<file path="src/rtl/stream_input_buffer.sv">
// stream_input_buffer
//   Receives a T-bit word stream over valid/ready and packs N consecutive
//   words into one bank of a two-bank (ping-pong) buffer. The compute side
//   gets random read access to the oldest complete vector while the next
//   vector streams into the other bank.
//
// Ports
//   clk       in   clock, all state updates on the rising edge
//   reset     in   asynchronous, active-high reset
//   s_data    in   [T-1:0] stream word
//   s_valid   in   stream word present
//   s_ready   out  buffer can accept a word this cycle (from registered state)
//   rd_addr   in   [A-1:0] word index within the current read bank
//   rd_data   out  [T-1:0] registered read data, one cycle after rd_addr
//   rd_valid  out  current read bank holds a complete vector
//   rd_done   in   one-cycle pulse: compute finished with the read bank
module stream_input_buffer #(
  parameter int unsigned T = 16,
  parameter int unsigned N = 64,
  parameter int unsigned A = $clog2(N)
) (
  input  logic         clk,
  input  logic         reset,
  input  logic [T-1:0] s_data,
  input  logic         s_valid,
  output logic         s_ready,
  input  logic [A-1:0] rd_addr,
  output logic [T-1:0] rd_data,
  output logic         rd_valid,
  input  logic         rd_done
);

  // One extra bit so the range check also works when N is a power of two.
  localparam int unsigned AE = A + 1;

  logic [1:0]   full_q,    full_d;
  logic         wr_bank_q, wr_bank_d;
  logic [A-1:0] wr_cnt_q,  wr_cnt_d;
  logic         rd_bank_q, rd_bank_d;
  logic [T-1:0] rd_data_q, rd_data_d;

  // Storage is not reset; stale contents are never exposed because a bank
  // only becomes readable after all N words have been rewritten.
  logic [T-1:0] mem_q [2][N];

  logic accept_c;
  logic last_c;
  logic release_c;
  logic addr_ok_c;

  // Next-state logic for fill/release bookkeeping and the read register.
  always_comb begin
    full_d    = full_q;
    wr_bank_d = wr_bank_q;
    wr_cnt_d  = wr_cnt_q;
    rd_bank_d = rd_bank_q;
    rd_data_d = '0;

    accept_c  = s_valid && !full_q[wr_bank_q];
    last_c    = accept_c && (wr_cnt_q == A'(N - 1));
    release_c = rd_done && full_q[rd_bank_q];
    addr_ok_c = (AE'(rd_addr) < AE'(N));

    if (accept_c) begin
      wr_cnt_d = wr_cnt_q + A'(1);
    end
    if (last_c) begin
      wr_cnt_d          = '0;
      full_d[wr_bank_q] = 1'b1;
      wr_bank_d         = ~wr_bank_q;
    end

    // A full bank is never the write target, so this never collides with
    // the set above.
    if (release_c) begin
      full_d[rd_bank_q] = 1'b0;
      rd_bank_d         = ~rd_bank_q;
    end

    if (addr_ok_c) begin
      rd_data_d = mem_q[rd_bank_q][rd_addr];
    end
  end

  // Control and read-data registers.
  always_ff @(posedge clk or posedge reset) begin
    if (reset) begin
      full_q    <= 2'b00;
      wr_bank_q <= 1'b0;
      wr_cnt_q  <= '0;
      rd_bank_q <= 1'b0;
      rd_data_q <= '0;
    end else begin
      full_q    <= full_d;
      wr_bank_q <= wr_bank_d;
      wr_cnt_q  <= wr_cnt_d;
      rd_bank_q <= rd_bank_d;
      rd_data_q <= rd_data_d;
    end
  end

  // Buffer storage write port.
  always_ff @(posedge clk) begin
    if (accept_c) begin
      mem_q[wr_bank_q][wr_cnt_q] <= s_data;
    end
  end

  assign s_ready  = !full_q[wr_bank_q];
  assign rd_valid = full_q[rd_bank_q];
  assign rd_data  = rd_data_q;

endmodule

</file>
<file path="config.mk">
export PLATFORM = sky130hd
export DESIGN_NAME = stream_input_buffer
export DESIGN_NICKNAME = d
export VERILOG_FILES = /design/src/rtl/stream_input_buffer.sv
export SDC_FILE = /design/constraint.sdc
export NUM_CORES = 2
export LEC_CHECK = 0
export BUFFER_PORTS_ARGS = -buffer_cell sky130_fd_sc_hd__buf_2
export CAP_MARGIN = 20
export CORE_ASPECT_RATIO = 2
export CORE_MARGIN = 3
export CORE_UTILIZATION = 45
export DETAILED_ROUTE_END_ITERATION = 10
export GPL_ROUTABILITY_DRIVEN = 0
export SYNTH_ARGS = -nofsm -noshare
export SYNTH_HDL_FRONTEND = slang
export SYNTH_SLANG_ARGS = --single-unit
</file>
<file path="constraint.sdc">
create_clock -name clk -period 5.8 [get_ports clk]
set_input_delay 0.87 -clock clk [delete_from_list [all_inputs] [get_ports clk]]
set_output_delay 0.87 -clock clk [all_outputs]
set_load 0.02 [all_outputs]
</file>
==> results.toml <==
[run_status]
outcome = "finished clean"

[sta]
hold_viol = 0
fin_ws_ns = 1.68
min_period_ns = 4.12
max_freq_ghz = 0.243
drv_slew = 0
max_slew.worst_pin.slew_ns = 1.19
fin_crit_sh_pct = 71.0
relSlewSlack_pct = 20.5
skew_ns = 0.0603
rsz0062_at_grt = "false"
fin_setup_tns_ns = 0
setup_viol = 0

[layout]
layout.cells.most_common_list = "edfxtp_1, mux4_2, buf_4, clkbuf_16, nor2_1"
layout-drive-gt1-share_pct = 33.7
syn2layout_area_growth_pct = 12.3
final_nets = 3397
final_common_cell = "edfxtp_1"

[power_and_ir_drop]
ir_worst_vdd_mv = 0.225
p_clk_share_pct = 38.4
power_mw = 29.6
power_density_mw_per_mm2 = 334
combPwrFrac_pct = 4.9
seqPwrFrac_pct = 56.7
p_int_mw = 23.3
p_switching_mw = 6.35
p_sw_share_pct = 21.4
p_leak_nw = 26.8

[synthesis]
synth_top_area_cell = "edfxtp_1"
syn_avg_cell_area_um2 = 25.3
synth_top_area_share_pct = 77.8
synth_fp_nets = 3150
synth_seq_cells = 2074
ys_top_cells_by_area = "edfxtp_1, mux4_2, dfrtp_1, nor2_1, clkbuf_1"
syn_inst = 3123
ys_seq_area_share_pct = 78.7
synth_area_mm2 = 0.0790
yosysWarnings = 0
synth_cell_types = 28

[global_routing]
antenna_found_initial = 26
grt_pass1_vias = 37000
grtUsageTotal_pct = 23.1
grt_pass1_wl_um = 288000
grt_max_degree = 97
grt_overflow = 0

[cts]
tritoncts = "built"
cts_resized = 0
cts.sinks = 2074
cts_buffer_depth = 4
htree_levels = 4
cts_buffers = 177
post_cts_buffers = 0
cts_root_buf = "clkbuf_16"
clkTransAtPathRegs_ns = 0.07
clock_latency_ns = 0.84
hold_buffers = 0

[floorplan]
die_y_um = 599
top_level_ports = 44
core_mm2 = 0.174
dieArea_mm2 = 0.181
initial_core_util_pct = 45.5
die_w_um = 302
rows = 216

[worst_setup_path]
setup.worst_path.class = "reg -> reg"
r2r-start = "rd_bank_q"
worst_setup_path_end_kind = "register"
worstRegToRegCells = 6
crit_start = "rd_bank_q"
startpoint_type = "register"
required_ns = 6.48
crit_fanout = 55
cp.arrival_ns = 4.80

[drt]
drc = 0
drt_wl_total_um = 205000
first_iter_violations = 3659
ant_nets = 0
wl_per_cell_um = 35.1
routed_via_density = 6.04
drt_pass1_iterations = 7
vias = 35300

[placed_design]
portBuffers = 43
dp_slack_ns = 1.63
hpwl_um = 127000

[hold_path]
holdCritPathClass = "in -> async"

[job]
drv_cap = 0
## critical path, stage by stage (launching register included)
cell	delay (ns)
dfrtp_4	0.93
buf_12	0.43
buf_4	0.39
mux4_2	0.58
mux4_2	0.67
mux4_2	0.57
mux2_2	0.29
## power by group through the flow
stage / Clock (mW) / Sequential, mW / Combinational, mW
after floorplan: 0 / 17.1 / 0.635
after global placement: 0 / 17.1 / 1.41
after detailed placement: 0 / 17.1 / 1.45
after CTS: 11.6 / 16.8 / 1.45
after global routing: 12.1 / 16.8 / 1.49
final: 11.4 / 16.8 / 1.44
## through the flow
step / instances / hold WS (ns) / cell area [µm²] / util (%)
after detailed placement: 5479 / 0.504 / 83100 / 47.8
after floorplan: 3123 / 0.466 / 79000 / -
after global routing: 5835 / 0.216 / 88700 / 51.0
after CTS: 5790 / 0.178 / 88600 / 51.0
after global placement: 5477 / 0.495 / 83100 / 47.8
final: 5841 / 0.220 / 88700 / 51.0
## layer usage
layer,vias up,part of all wire [%],wire [µm],global-route usage (%)
li1,14100,-,-,-
met1,19500,33,66900,25.2
met2,1325,56,116000,43.3
met3,369,5.1,10400,2.86
met4,6,5.9,12100,12.4
met5,-,0.018,37,0
## registers in the layout (all words and copies together) (netlist names)
| name | flops |
|---|---|
| wr_cnt_q | 6 |
| mem_q | 2048 |
| wr_bank_q | 1 |
| rd_bank_q | 1 |
| rd_data | 16 |
| full_q | 2 |
## cell usage after synthesis
cell / instances
nand2_1: 18
mux2_2: 17
buf_4: 3
edfxtp_1: 2048
nand2b_1: 2
xor2_1: 1
buf_1: 31
ha_1: 1
a31oi_1: 1
nor2_1: 134
buf_6: 2
mux4_2: 672
nand4_1: 2
mux2i_1: 1
a22o_1: 2
nand3_1: 10
inv_1: 2
and2_1: 2
xnor2_1: 3
nor2b_1: 5
and3_1: 1
dfrtp_1: 26
clkbuf_1: 89
or3_1: 1
a21oi_1: 2
nand3b_1: 4
o21ai_0: 2
buf_2: 41
## worst paths after layout
| path | slack [ns] | to |
|---|---|---|
| max in group asynchronous | 5.08 | rd_bank_q |
| min in group clk | 0.30 | rd_bank_q |
| min | 0.22 | rd_data[13] |
| min reg2reg | 0.53 | rd_bank_q |
| max reg2reg | 1.68 | rd_data[4] |
| max | 1.68 | rd_data[4] |
## area by class of cell
| class | instances | area, µm² |
|---|---|---|
| Clock inverter | 88 | 688 |
| Fill cell | 13200 | 85100 |
| Multi-Input combinational cell | 881 | 16200 |
| Timing Repair Buffer | 234 | 1960 |
| Sequential cell | 2074 | 62200 |
| Antenna cell | 50 | 125 |
| Inverter | 2 | 7.51 |
| Clock buffer | 223 | 4730 |
| Tap cell | 2289 | 2860 |
## logic make-up after synthesis
kind of cell               share of synthesized area [%]
AOI/OAI and AO/OA                                 0.0554
xor gates and xnor gates                          0.0443
adders and majority gates                         0.0158
buffers and inverters                              0.896
DFF                                                 78.7
muxes                                               19.4
and+or+nand+nor                                    0.926
Power figures use the tool's default switching activity.
